===== src/rtl/riscv_pkg.sv =====
// Shared definitions for the instruction-memory loader: FSM encoding,
// boot-stream framing byte counts and the payload checksum.
package riscv_pkg;

    typedef enum logic [2:0] {
        S_IDLE   = 3'd0,
        S_LEN_LO = 3'd1,
        S_LEN_HI = 3'd2,
        S_DATA   = 3'd3,
        S_CHECK  = 3'd4,
        S_DONE   = 3'd5,
        S_ERR    = 3'd6
    } load_state_t;

    localparam int unsigned LEN_BYTES  = 2;
    localparam int unsigned WORD_BYTES = 4;
    localparam int unsigned CSUM_BYTES = 1;

    // Checksum is a running XOR over payload bytes only; length bytes excluded.
    function automatic logic [7:0] csum_next(input logic [7:0] csum, input logic [7:0] b);
        return csum ^ b;
    endfunction

endpackage


===== src/rtl/loader_timeout.sv =====
// Inter-byte idle timer: reloadable down-counter whose expired flag is raised
// once CYCLES enabled cycles pass without a reload.
module loader_timeout #(
    parameter int unsigned CYCLES = 1024
) (
    input  logic clk,
    input  logic rst,
    input  logic clr,
    input  logic en,
    output logic expired
);
    localparam int unsigned W = $clog2(CYCLES + 1);

    logic [W-1:0] cnt;

    // Loaded with CYCLES-1 so that terminal count lands after CYCLES idle cycles.
    always_ff @(posedge clk or posedge rst) begin
        if (rst) begin
            cnt <= '0;
        end else if (clr) begin
            cnt <= W'(CYCLES - 1);
        end else if (en && cnt != '0) begin
            cnt <= cnt - 1'b1;
        end
    end

    assign expired = en && (cnt == '0);

endmodule


===== src/rtl/imem_loader.sv =====
// Boot loader: receives a length-prefixed, XOR-checksummed byte stream and
// writes it word by word into instruction memory while holding the core in reset.
//
// state    | meaning
// ---------+----------------------------------------------------------
// IDLE     | no load since reset; core held in reset
// LEN_LO   | waiting for low byte of word count
// LEN_HI   | waiting for high byte of word count; range check on accept
// DATA     | assembling 4-byte words, one memory write per word
// CHECK    | waiting for the checksum byte
// DONE     | load succeeded; core released from reset
// ERR      | bad length, checksum mismatch or timeout; core held in reset
module imem_loader
    import riscv_pkg::*;
#(
    parameter int unsigned DATA_WIDTH     = 32,
    parameter int unsigned ADDR_WIDTH     = 8,
    parameter int unsigned TIMEOUT_CYCLES = 1024
) (
    input  logic                  clk,
    input  logic                  rst,
    input  logic                  load_req,
    input  logic                  byte_valid,
    input  logic [7:0]            byte_data,
    output logic                  byte_ready,
    output logic                  wr_en,
    output logic [ADDR_WIDTH-1:0] wr_addr,
    output logic [DATA_WIDTH-1:0] wr_data,
    output logic                  core_rst,
    output logic                  busy,
    output logic                  done,
    output logic                  error
);
    localparam logic [16:0] MAX_WORDS = 17'(1) << ADDR_WIDTH;

    load_state_t state, state_nxt;

    logic [15:0]           len;
    logic [1:0]            byte_idx;
    logic [ADDR_WIDTH:0]   word_idx;
    logic [7:0]            csum;
    logic [DATA_WIDTH-1:0] word_buf;

    logic        accept;
    logic        start;
    logic        last_word;
    logic        tmo_clr;
    logic        tmo_expired;
    logic [16:0] len_new;

    assign busy       = (state == S_LEN_LO) || (state == S_LEN_HI) ||
                        (state == S_DATA)   || (state == S_CHECK);
    assign byte_ready = busy;
    assign done       = (state == S_DONE);
    assign error      = (state == S_ERR);
    assign core_rst   = (state != S_DONE);

    assign accept    = byte_valid && byte_ready;
    assign start     = load_req && !busy;
    assign len_new   = {1'b0, byte_data, len[7:0]};
    assign last_word = (17'(word_idx) == (17'(len) - 17'd1)) &&
                       (byte_idx == 2'(WORD_BYTES - 1));

    always_ff @(posedge clk or posedge rst) begin
        if (rst) begin
            state <= S_IDLE;
        end else begin
            state <= state_nxt;
        end
    end

    always_comb begin
        state_nxt = state;
        case (state)
            S_IDLE, S_DONE, S_ERR: begin
                if (load_req) state_nxt = S_LEN_LO;
            end
            S_LEN_LO: begin
                if (accept) state_nxt = S_LEN_HI;
            end
            S_LEN_HI: begin
                if (accept) begin
                    if (len_new == 17'd0)          state_nxt = S_CHECK;
                    else if (len_new > MAX_WORDS)  state_nxt = S_ERR;
                    else                           state_nxt = S_DATA;
                end
            end
            S_DATA: begin
                if (accept && last_word) state_nxt = S_CHECK;
            end
            S_CHECK: begin
                if (accept) state_nxt = (byte_data == csum) ? S_DONE : S_ERR;
            end
            default: state_nxt = S_IDLE;
        endcase
        if (busy && !accept && tmo_expired) state_nxt = S_ERR;
    end

    assign tmo_clr = accept || (state_nxt != state);

    loader_timeout #(.CYCLES(TIMEOUT_CYCLES)) u_timeout (
        .clk     (clk),
        .rst     (rst),
        .clr     (tmo_clr),
        .en      (busy),
        .expired (tmo_expired)
    );

    // Word assembly, checksum and write strobe; address is captured per write
    // so the last write of a full-depth image leaves wr_addr at the top word.
    always_ff @(posedge clk or posedge rst) begin
        if (rst) begin
            len      <= '0;
            byte_idx <= '0;
            word_idx <= '0;
            csum     <= '0;
            word_buf <= '0;
            wr_en    <= 1'b0;
            wr_addr  <= '0;
            wr_data  <= '0;
        end else begin
            wr_en <= 1'b0;
            if (start) begin
                len      <= '0;
                byte_idx <= '0;
                word_idx <= '0;
                csum     <= '0;
                wr_addr  <= '0;
            end else if (accept) begin
                case (state)
                    S_LEN_LO: len[7:0]  <= byte_data;
                    S_LEN_HI: len[15:8] <= byte_data;
                    S_DATA: begin
                        csum                   <= csum_next(csum, byte_data);
                        word_buf[8*byte_idx +: 8] <= byte_data;
                        byte_idx               <= byte_idx + 2'd1;
                        if (byte_idx == 2'(WORD_BYTES - 1)) begin
                            wr_en    <= 1'b1;
                            wr_data  <= {byte_data, word_buf[23:0]};
                            wr_addr  <= word_idx[ADDR_WIDTH-1:0];
                            word_idx <= word_idx + 1'b1;
                        end
                    end
                    default: ;
                endcase
            end
        end
    end

endmodule


===== config.mk =====
export PLATFORM = sky130hd
export DESIGN_NAME = imem_loader
export DESIGN_NICKNAME = d
export VERILOG_FILES = /design/src/rtl/riscv_pkg.sv /design/src/rtl/loader_timeout.sv /design/src/rtl/imem_loader.sv
export SDC_FILE = /design/constraint.sdc
export NUM_CORES = 1
export LEC_CHECK = 0
export BUFFER_PORTS_ARGS = -buffer_cell sky130_fd_sc_hd__buf_2
export CAP_MARGIN = 30
export CORE_ASPECT_RATIO = 1.4
export CORE_MARGIN = 3
export CORE_UTILIZATION = 35
export CTS_CLUSTER_DIAMETER = 30
export DETAILED_ROUTE_END_ITERATION = 10
export SETUP_SLACK_MARGIN = 0.5
export SYNTH_ARGS = -nofsm -noshare
export SYNTH_HDL_FRONTEND = slang
export SYNTH_SLANG_ARGS = --single-unit

===== constraint.sdc =====
create_clock -name clk -period 4.3 [get_ports clk]
set_clock_uncertainty 0.2 [all_clocks]
set_input_delay 0.43 -clock clk [delete_from_list [all_inputs] [get_ports clk]]
set_output_delay 0.43 -clock clk [all_outputs]
set_load 0.03 [all_outputs]

# --- Word level (Yosys, flattened, before mapping) ---
# Cells that the tools add are included.
op_classes:
  n_eq_ne: 11
  n_reduce_logical: 31
  bitwise: 2
  add_sub_neg: 5
  muxes: 35
  n_shift: 2
  magnitude_cmp: 1
  n_mul: 0
  n_div: 0
op_table:
  columns: ["cell", "count"]
  rows:
  - ["two-way mux 8 bit", 9]
  - ["two-way mux 9 bit", 4]
  - ["negation 5 -> 34 bit", 1]
  - ["variable shift 8 x 34 -> 32 bit (first input constant)", 1]
  - ["variable part select 8 x 34 -> 32 bit", 1]
  - ["bitwise mux 32 bit", 1]
  - ["two-way mux 16 bit", 2]
  - ["two-way mux 3 bit", 8]
  - ["two-way mux 11 bit", 2]
  - ["== test 9 x 17 -> 1 bit", 1]
  - ["zero test 17 bit", 1]
  - ["subtractor 16 x 1 -> 17 bit (second input constant)", 1]
  - ["greater-than comparator 16 x 9 -> 1 bit (second input constant)", 1]
  - ["one-hot mux 3 bit (5 select lines)", 1]
  - ["nonzero test 2 bit", 6]
  - ["zero test 11 bit", 1]
  - ["nonzero test 11 bit", 1]
  - ["subtractor 11 x 1 -> 11 bit (second input constant)", 1]
  - ["adder 9 x 1 -> 9 bit (second input constant)", 1]
  - ["== test 3 bit (second input constant)", 3]
  - ["== test 8 bit", 1]
  - ["logical AND 1 bit", 8]
  - ["two-way mux 2 bit", 4]
  - ["bitwise XOR 8 bit", 1]
  - ["15 further kinds", 26]
totals:
  memories: 0
  in_bits: 12
  mem_bits_ro: 0
  output_inout_bits: 46
  regBits: 122
  latchBits: 0
  ramBits: 0

# --- Depth between registers and ports, before layout ---
# Gate-level depths: netlist (run 1).
depth:
  ltp_word: 12
  ltp_mapped: 10
  depth_no_buf: 8

# --- By module ---
# From an unflattened synthesis (run 1), not the netlist that was laid out.
unflattened:
  cells_unflattened: 648
  area_unflattened_um2: 5703.0
by_module_without_submodules:
  columns: ["mod", "cells_per_inst", "instances", "area_per_inst_um2"]
  rows:
  - ["imem_loader", 583, 1, 5057.4]
  - ["loader_timeout", 65, 1, 645.6]

# --- Worst setup path after synthesis (run 1) ---
# Ideal clock, no wire load.
synth_path:
  path_type: "register to register"
  start: "register len[0]"
  end: "register state[2]"
  n_path_buf: 1
  path_stages_with_launch: 10
  setup_ps: 80
  slack_ps: 1548
  required_ps: 4020
  synth_period_minus_slack_ps: 2752
  arrival_ps: 2472
  path_cell_list: "dfrtp_1 -> inv_1 -> ha_1 -> or4b_1 -> buf_2 -> or3_4 -> a211oi_2 -> nand3_1 -> or4_1 -> o211ai_2"
synth_between:
  elab_chain_cells: 7
  word_cells_on_any_way: 12
synth_rtl:
  columns: ["item", "line_no", "source"]
  rows:
  - ["start: declaration", "imem_loader.sv:38", "logic [15:0] len;"]
  - ["start signal: assignment", "imem_loader.sv:131", "S_LEN_LO: len[7:0] <= byte_data;"]
  - ["subtractor 16 x 1 -> 17 bit", "imem_loader.sv:61", "assign last_word = (17'(word_idx) == (17'(len) - 17'd1)) &&"]
  - ["== test 9 x 17 -> 1 bit", "imem_loader.sv:61", null]
  - ["logical AND 1 bit", "imem_loader.sv:61", null]
  - ["logical AND 1 bit", "imem_loader.sv:89", "if (accept && last_word) state_nxt = S_CHECK;"]
  - ["two-way mux 3 bit", "imem_loader.sv:89", null]
  - ["one-hot mux 3 bit (5 select lines) (*)", "imem_loader.sv:74", "case (state)"]
  - ["two-way mux 3 bit (*)", "imem_loader.sv:96", "if (busy && !accept && tmo_expired) state_nxt = S_ERR;"]
  - ["via state_nxt[2]", "imem_loader.sv:36", "load_state_t state, state_nxt;"]
  - ["end signal: assignment", "imem_loader.sv:68", "state <= state_nxt;"]
  - ["end: declaration", "imem_loader.sv:36", null]
# The timed path passes the listed nets; every way through them passes the cells marked *.
# A chain may end at the register's enable or synchronous reset.

# --- Worst setup path in the final report (run 1) ---
layout_path:
  start: "register state[0]"
  end: "register u_timeout.cnt[1]"
layout_between:
  elab_chain_cells: 12
  word_cells_on_any_way: 29
layout_rtl:
  columns: ["item", "line_no", "source"]
  rows:
  - ["== test 3 x 1 -> 1 bit or == test 3 x 2 -> 1 bit (tied branches)", "imem_loader.sv:51, imem_loader.sv:74", null]
  - ["logical OR 1 bit (2 in series)", "imem_loader.sv:51", "assign busy = (state == S_LEN_LO) || (state == S_LEN_HI) ||"]
  - ["logical OR 1 bit", "imem_loader.sv:52", "(state == S_DATA) || (state == S_CHECK);"]
  - ["logical AND 1 bit", "imem_loader.sv:58", "assign accept = byte_valid && byte_ready;"]
  - ["logical AND 1 bit or zero test 1 bit (tied branches)", "imem_loader.sv:89, imem_loader.sv:96", null]
  - ["two-way mux 3 bit or logical AND 1 bit (tied branches)", "imem_loader.sv:89, imem_loader.sv:96", null]
  - ["one-hot mux 3 bit (5 select lines) or logical AND 1 bit (tied branches)", "imem_loader.sv:74, imem_loader.sv:96", null]
  - ["two-way mux 3 bit", "imem_loader.sv:96", null]
  - ["inequality test 3 bit", "imem_loader.sv:99", "assign tmo_clr = accept || (state_nxt != state);"]
  - ["logical OR 1 bit", "imem_loader.sv:99", null]
  - ["two-way mux 11 bit or nonzero test 2 bit (tied branches)", null, null]
  - ["end signal: assignment", "loader_timeout.sv:21", "cnt <= W'(CYCLES - 1);"]
  - ["end signal: assignment", "loader_timeout.sv:23", "cnt <= cnt - 1'b1;"]
  - ["end: declaration", "loader_timeout.sv:14", "logic [W-1:0] cnt;"]
# Parallel ways exist; a longest one is shown, timed or not.

==> impl_metrics.ini, run 1 <==
[synth]
syn_nets = 636
synth_flop_cell = dfrtp_1
ys_seq_area_share_pct = 51.5
synth_cells = 616
yosysWarnings = 0
synthesis.area_sq_um = 5540
synthDistinctLibCells = 52
synth.avg_cell_area_sq_um = 9.00
yosys_register_bits = 114
async_flop_share_pct = 100
synth_edf_count = 0

[pwr]
p_leak_uw = 0.00319
power_density_nw_per_um2 = 676
switching_share_pct = 37.6
power.share.sequential_pct = 33.8
p_sw_uw = 1680
vdd_ir_drop_max_mv = 0.398
power.internal_uw = 2790
p_comb_share_pct = 32.5
clkPwrFrac_pct = 33.7

[outcome]
status = complete, no violations

[placement]
io_buffer_count = 57
hpwl_um = 9430
place.gp.congestion = 0.880
placed_cell_area_sq_um = 5980
place_ws_ns = 0.939

[clocking]
insertion_delay_ns = 0.41
htree_levels = 4
clockBufferDepth = 2
cts_resized = 0
cts_tree = yes
clock-sinks = 114
root_buffer = clkbuf_16
cts_setup_buffers = 0
cts.clk_slew.worst_paths_ns = 0.06
cts_buffers = 17

[critical_path]
reg2reg_depth = 6
cp_cell_sequence = or3_1 > and3_1 > nor3b_1 > or4_1 > a21oi_1 > o2111ai_1
start_kind = flip-flop
r2r_start = state[0]
crit_family = simple AND/OR/NAND/NOR gates
slowest_delay_ns = 0.74
cp_max_fo = 20
r2r_end = u_timeout.cnt[1]
end_kind = flip-flop
reg2reg_slack_ns = 0.91
cp-startpoint = state[0]
crit_buf_inv = 0
required_ns = 4.34
crit_path_top_delay_cell = a21oi_1
crit_type = reg2reg
crit_arrival_ns = 3.43

[drt]
route.top_layer_used = met4
routed_via_density = 5.16
wl_met1_um = 5780
first_pass_iters = 4
ant_nets = 0
drt_iter0_markers = 343
dr_total_vias = 4489
drt_wl_total_um = 13500
drcViolationCount = 0
wl_per_cell_um = 15.6
wl_met2_um = 6850
wl_met3_um = 548

[timing]
hold_ws_ns = 0.133
rsz0062_at_grt = false
layout_setup_ws_ns = 0.906
drv_slew = 0
tns_ns = 0
max_freq_mhz = 295
worst_pin_slew_ns = 1.01
slew_headroom_pct = 32.7
setup_viol = 0
min_period_over_period_pct = 78.9
min_period_ns = 3.39
hold_viol = 0

[final_layout]
drive_above_1_share_pct = 15.3
num_antenna_cells = 0
fin_area_sq_um = 6620
mostFrequentLayoutCells = 194 x nand2_1, 114 x dfrtp_1, 57 x buf_2
layout_commonest_cell = nand2_1
syn_to_final_growth_pct = 19.4
post-route-util_pct = 43.4
finalNetCount = 685

[grt]
grt_max_degree = 61
grt_first_pass_wirelength_um = 23000
grt_overflow = 0
grt_usage_pct = 16.4
antenna_found_initial = 0
grt_pass1_vias = 4546

[die]
die_w_um = 112
row_count = 53
die_y_um = 155
start_util_pct = 36.3
core_area_sq_um = 15300
dieArea_sq_um = 17400
io_pins = 58

[hold_path]
hp-class = in2reg
hp-start = byte_data[5]
min_path_cells = 3
hold_end = wr_data[29]

[flow_run]
max-cap-violations = 0
worst min-delay path, cell delays in order:
cell and delay (ns):
buf_2 0.16, nand2_1 0.07, nand2_1 0.04
how the worst max path moves through the flow:
stage | end | slack, ns | cells past startpoint
finish | u_timeout.cnt[1] | 0.91 | 6
global route | u_timeout.cnt[1] | 0.61 | 8
CTS | u_timeout.cnt[1] | 0.93 | 6
detailed placement | u_timeout.cnt[1] | 0.94 | 6
global placement | u_timeout.cnt[1] | 1.13 | 6
floorplan | byte_idx[0] | 0.65 | 1
per-layer routing:
metal	global-route usage, %	up-vias
li1	-	2193
met2	28.6	84
met4	7.27	0
met5	0	-
met3	3.70	24
met1	19.3	2188
flip-flops by register name (all words and copies together), names as in the netlist:
register / count
byte_idx: 2
u_timeout.cnt: 11
wr_data: 32
len: 16
state: 3
wr_en: 1
wr_addr: 8
csum: 8
word_idx: 9
word_buf: 24
cell families (layout without fill, tap and decap cells):
logic type	after synthesis	count (layout)	share of synthesized area [%]
AOI/OAI and AO/OA	94	94	10.9
xor gates and xnor gates	40	40	6.32
adders and majority gates	8	8	1.81
buffers and inverters	46	108	3.27
DFF	114	114	51.5
muxes	1	1	0.181
and+or+nand+nor	313	313	26.0
layout make-up:
| type | instances | area (sq um) |
|---|---|---|
| clock buffer | 18 | 429 |
| clock inverter | 14 | 201 |
| fill | 1494 | 8630 |
| inverter | 12 | 47.5 |
| multi-input combinational | 456 | 2510 |
| sequential | 114 | 2850 |
| tap | 192 | 240 |
| timing repair buffer | 64 | 340 |
Yosys cell counts, drive strengths merged, types with 2 or more instances:
library cell / n / area, sq um
xor2: 29 / 254
and4b: 2 / 20.0
nor4b: 2 / 17.5
buf: 6 / 31.3
o31ai: 2 / 15.0
and4: 2 / 17.5
o21ai: 37 / 185
nand4: 6 / 37.5
nor2: 26 / 97.6
clkbuf: 28 / 105
nor3b: 7 / 52.6
a31oi: 2 / 12.5
nor4: 8 / 50.1
nor2b: 5 / 31.3
a22o: 18 / 158
xnor2: 11 / 96.3
or3: 12 / 85.1
ha: 8 / 100
a21oi: 21 / 105
a211oi: 3 / 27.5
nand3: 17 / 85.1
nor3: 9 / 45.0
inv: 12 / 45.0
nand2b: 2 / 12.5
and3: 4 / 25.0
nand2: 194 / 728
or4: 8 / 60.1
and2: 3 / 18.8
dfrtp: 114 / 2850
o2111ai: 2 / 17.5
power by group through the flow:
stage                     clock (uW)  sequential [uW]  combinational, uW
final                           1510             1510               1450
after global routing            1590             1550               1630
after CTS                       1540             1510               1460
after detailed placement           0             1520               1450
after global placement             0             1510               1400
after floorplan                    0             1520               1100
per-stage QoR:
stage / std cells / total power (uW)
2_1_floorplan: 616 / 2620
3_3_place_gp: 837 / 2920
3_5_place_dp: 837 / 2970
4_1_cts: 870 / 4510
5_1_grt: 870 / 4770
6_report: 870 / 4480
repair_timing:
action / 4_1_cts / 5_1_grt
setup endpoints to repair: 0 / 0
endpoints found under the hold margin: 44 / 0
hold buffers: 1 / 0
Power figures use the tool's default switching activity.
==> inputs of run 2 (changes only) <==
Clock period 4.3 ns to 3 ns, I/O delays scaled along.
==> run 2 against run 1 <==
Net effect:
- worst hold slack got worse by 0.12 ns
- first-iteration DRC count decreased by 6.4%
- critical path type unchanged
- critical path depth increased by 1
- register-to-register slack got worse by 0.59 ns
- total power increased by 53%
- combinational power increased by 81%
- cell area increased by 6.0%
- global-route usage increased by 0.76 points
- clock power increased by 39%
- clock-buffer cell count unchanged
- maximum frequency increased by 26%
- sequential power increased by 39%
==> impl_metrics.ini, run 2 (synthesis gave the netlist of run 1 again) <==
[critical_path]
cp_cell_sequence = buf_4 > or4_4 > or3_1 > a21oi_2 > o32ai_2 > or4_4 > o211ai_2
crit_family = simple AND/OR/NAND/NOR gates
crit_type = reg2reg
crit_path_top_delay_cell = or4_4
cp_max_fo = 6
crit_path_frequent_cell = or4_4
crit_arrival_ns = 2.81
slowest_delay_ns = 0.57
reg2reg_slack_ns = 0.32
start_kind = flip-flop
required_ns = 3.13
crit_buf_inv = 1
end_kind = flip-flop

[outcome]
status = complete, no violations

[placement]
placed_cell_area_sq_um = 6170
hpwl_um = 9440
place_ws_ns = 0.156
place.gp.congestion = 0.864
io_buffer_count = 57

[pwr]
p_leak_uw = 0.00335
clkPwrFrac_pct = 30.7
power.share.sequential_pct = 30.8
power.internal_uw = 4260
p_sw_uw = 2570
power_density_nw_per_um2 = 973
vdd_ir_drop_max_mv = 0.640
switching_share_pct = 37.6
p_comb_share_pct = 38.5
power.total_uw = 6830

[final_layout]
fillers = 1488
layout_commonest_cell = nand2_1
largest_reg_flops = 32
syn_to_final_growth_pct = 26.6
mostFrequentLayoutCells = 194 x nand2_1, 113 x dfrtp_1, 57 x buf_2
multiInputGateArea_sq_um = 2670
finalNetCount = 714
seqCellArea_sq_um = 2850
num_antenna_cells = 0
fin_area_sq_um = 7020
drive_above_1_share_pct = 22.9
top_regs = wr_data x32, word_buf x24, len x16
top_register = wr_data

[timing]
max_freq_mhz = 373
rsz0062_at_grt = true
tns_ns = 0
worst_pin_slew_ns = 0.778
slew_headroom_pct = 48.1
hold_viol = 0
setup_viol = 0
min_period_over_period_pct = 89.5
layout_setup_ws_ns = 0.316
drv_slew = 0
min_period_ns = 2.68

[drt]
drcViolationCount = 0
wl_per_cell_um = 15.6
routed_via_density = 5.10
first_pass_iters = 4
dr_total_vias = 4583
drt_iter0_markers = 321
drt_wl_total_um = 14000
ant_nets = 0

[clocking]
clock-sinks = 114
cts.clk_slew.worst_paths_ns = 0.06
htree_levels = 4
root_buffer = clkbuf_16
cts_tree = yes
insertion_delay_ns = 0.41
clockBufferDepth = 2
cts_buffers = 17

[die]
dieArea_sq_um = 17400
row_count = 53
die_w_um = 112
start_util_pct = 36.3
die_y_um = 155
io_pins = 58
core_area_sq_um = 15300

[grt]
grt_pass1_vias = 4772
grt_max_degree = 115
grt_first_pass_wirelength_um = 24200
antenna_found_initial = 0
grt_usage_pct = 17.2
grt_overflow = 0

[hold_path]
hp-class = in2reg

[flow_run]
max-cap-violations = 0
run 2: worst reg2reg max path, delay by kind of cell, from the launching register on:
| family | cells | cell delay, ns |
|---|---|---|
| AOI/OAI and AO/OA | 3 | 0.40 |
| DFF | 1 | 0.37 |
| and+or+nand+nor | 3 | 1.49 |
| buffers and inverters | 1 | 0.16 |
run 2: path summary, 6_finish.rpt:
kind,from,endpoint,cells past startpoint
setup / recovery,len[0],state[2],7
hold / removal,byte_data[6],word_buf[22],3
setup reg to reg,len[0],state[2],7
hold reg to reg,wr_data[23],wr_data[23],2
max in group asynchronous,rst,len[2],4
min in group asynchronous,rst,wr_data[1],4
run 2: timing repair:
action | in CTS | in global routing
hold buffers | 2 | 0
hold endpoints to repair | 115 | 0
setup buffers | 3 | 6
gates cloned | 1 | 0
resized for setup | 9 | 21
setup endpoints to repair | 14 | 14
pin swaps | 6 | 12
run 2: cell type report:
class,count,share of cell area [%]
inverter,12,0.695
multi-input combinational,456,38.1
clock inverter,14,2.55
tap,192,3.42
sequential,114,40.7
timing repair buffer,93,8.33
clock buffer,18,6.26
run 2: routing by layer:
layer  GRT usage, %  part of all wire, %  vias to the layer above
met1           20.9                   43                     2234
met3           4.28                  3.4                       22
met5              0                    0                        -
met4           6.24                  2.4                        0
met2           29.5                   52                       79
li1               -                    -                     2248
run 2: power by group through the flow:
stage	Combinational [uW]	Clock, uW	Sequential (uW)
CTS	2420	2140	2090
finish	2630	2100	2100
detailed placement	2290	0	2110
global placement	2240	0	2100
global route	2910	2210	2150
floorplan	1640	0	2180
run 2: stage by stage:
step / utilization [%] / cells / hold WS [ns]
final: 46.0 / 899 / 0.0105
after global routing: 46.0 / 899 / 0.0252
after CTS: 45.0 / 893 / 0.00465
after detailed placement: 40.5 / 855 / 0.254
after global placement: 40.5 / 855 / 0.251
after floorplan: - / 616 / 0.239
==> inputs of run 3 (changes only) <==
Settings changed: SYNTH_HIERARCHICAL set to 1.
==> run 3 against run 2 <==
Net effect:
- critical path depth is 1 higher
- via count is 4.4% higher
- clock power is 3% lower
- synthesized area is 2.9% higher
- maximum frequency is 1.6% lower
- register-to-register slack worse by 0.04 ns
- critical path type unchanged
==> impl_metrics.ini, run 3 <==
[drt]
drcViolationCount = 0
routed_via_density = 5.14
first_pass_iters = 4
drt_wl_total_um = 14800
ant_nets = 0
drt_iter0_markers = 358
dr_total_vias = 4784
wl_per_cell_um = 15.9

[placement]
placed_cell_area_sq_um = 6260
io_buffer_count = 57
hpwl_um = 9870
place_ws_ns = 0.198
place.gp.congestion = 0.890

[synth]
synth_top_cell_area_share_pct = 50.0
synth_edf_count = 0
yosys.area.top_type = dfrtp_1
yosys_register_bits = 114
synthTopCellsByCount = 203 x nand2_1, 114 x dfrtp_1, 45 x o21ai_0
synth_flop_cell = dfrtp_1
yosysWarnings = 6
synth_area_leaders = dfrtp_1 50%, nand2_1 13%, o21ai_0 3.9%
synth_cells = 648
synthDistinctLibCells = 57
synth.avg_cell_area_sq_um = 8.80
async_flop_share_pct = 100
syn_nets = 668
synthesis.area_sq_um = 5700
ys_seq_area_share_pct = 50.0
synth_most_common_cell = nand2_1

[timing]
max_freq_mhz = 367
tns_ns = 0
min_period_over_period_pct = 90.9
drv_slew = 0
min_period_ns = 2.73
rsz0062_at_grt = true
setup_viol = 0
layout_setup_ws_ns = 0.272
slew_headroom_pct = 43.9
worst_pin_slew_ns = 0.841
hold_ws_ns = 0.00761
hold_viol = 0

[die]
die_w_um = 114
start_util_pct = 36.1
core_area_sq_um = 15800
dieArea_sq_um = 17900
die_y_um = 157
io_pins = 58
row_count = 54

[clocking]
insertion_delay_ns = 0.41
root_buffer = clkbuf_16
cts.clk_slew.worst_paths_ns = 0.05
cts_tree = yes
cts_buffers = 17
clockBufferDepth = 2
htree_levels = 4
clock-sinks = 114

[final_layout]
fin_area_sq_um = 7080
multiInputGateArea_sq_um = 2690
top_regs = wr_data x32, word_buf x24, len x16
post-route-util_pct = 44.8
mostFrequentLayoutCells = 203 x nand2_1, 112 x dfrtp_1, 57 x buf_2
finalNetCount = 743
drive_above_1_share_pct = 21.7
layout_commonest_cell = nand2_1
largest_reg_flops = 32
fillers = 1581
top_register = wr_data
syn_to_final_growth_pct = 24.2
seqCellArea_sq_um = 2860
num_antenna_cells = 0

[grt]
busiest_layer = met2
grt_first_pass_wirelength_um = 24900
antenna_found_initial = 0
grt_overflow = 0
grt_util_met3_pct = 3.65
grt_pass1_vias = 4911
grt_max_degree = 58
use_met1_pct = 21.0
gr-usage-met2_pct = 30.4
grt_usage_pct = 17.4

[critical_path]
crit_type = reg2reg
reg2reg_slack_ns = 0.27
required_ns = 3.07
start_kind = flip-flop
end_kind = flip-flop
crit_arrival_ns = 2.80
cp_max_fo = 6

[pwr]
p_leak_uw = 0.00340
power_density_nw_per_um2 = 912
vdd_ir_drop_max_mv = 0.460

[hold_path]
hp-class = in2reg

[flow_run]
max-cap-violations = 0

[outcome]
status = complete, no violations
-- run 3: metal layers --
| layer | share of wire [%] | wire length [um] | vias to the layer above |
|---|---|---|---|
| li1 | - | - | 2311 |
| met1 | 41 | 6120 | 2347 |
| met2 | 53 | 7770 | 104 |
| met3 | 4.4 | 657 | 22 |
| met4 | 1.6 | 240 | 0 |
| met5 | 0 | 0 | - |
-- run 3: what timing repair did --
action	CTS	global route
hold buffers	1	0
setup endpoints to repair	14	33
gates cloned	1	0
endpoints found under the hold margin	41	0
buffers inserted	10	5
pin swaps	7	1
gates resized for setup	11	10
-- run 3: critical path, stage by stage (launching register included) --
cell      delay, ns
dfrtp_1        0.41
buf_6          0.13
or4_4          0.57
o21a_1         0.20
or4_4          0.48
o211ai_2       0.07
a21boi_4       0.22
and4_4         0.24
o31ai_2        0.07
-- run 3: cell families (layout without fill, tap and decap cells) --
group	after synthesis	after routing	share of synthesized area [%]
XOR/XNOR	33	33	5.07
multiplexers	8	8	1.40
AND/OR/NAND/NOR	322	322	25.4
flip-flops	114	114	50.0
buffers and inverters	57	143	4.54
adder cells (fa/ha/maj)	8	8	1.76
AO/OA/AOI/OAI	106	106	11.8
-- run 3: where the power goes --
part	switching (uW)	internal (uW)	leakage, uW	total, uW
combinational	1340	1090	0.00159	2420
sequential	242	1760	0.00152	2010
clock	697	1340	0.000291	2030
total	2270	4190	0.00340	6460
-- run 3: final cells by class --
cell class              count  share of cell area, %
clock inverters            10                   1.91
multi-input cells         477                   38.0
well taps                 196                   3.46
flip-flops and latches    114                   40.3
clock buffers              20                   6.45
repair buffers             97                   9.01
inverters                  16                  0.901
-- run 3: final timing paths --
| path | from | to | cells after the start |
|---|---|---|---|
| worst max-delay path | len[1] | state[1] | 8 |
| worst min-delay path | byte_data[7] | wr_data[31] | 3 |
| worst max register to register | len[1] | state[1] | 8 |
| worst min register to register | wr_data[3] | wr_data[3] | 2 |
| max in group asynchronous | rst | len[2] | 4 |
| min in group asynchronous | rst | u_timeout/cnt[10] | 3 |
-- run 3: stage by stage --
stage          power, uW  std cells
2_1_floorplan       3580        648
3_3_place_gp        3990        883
3_5_place_dp        4070        883
4_1_cts             6420        925
5_1_grt             6850        930
6_report            6460        930
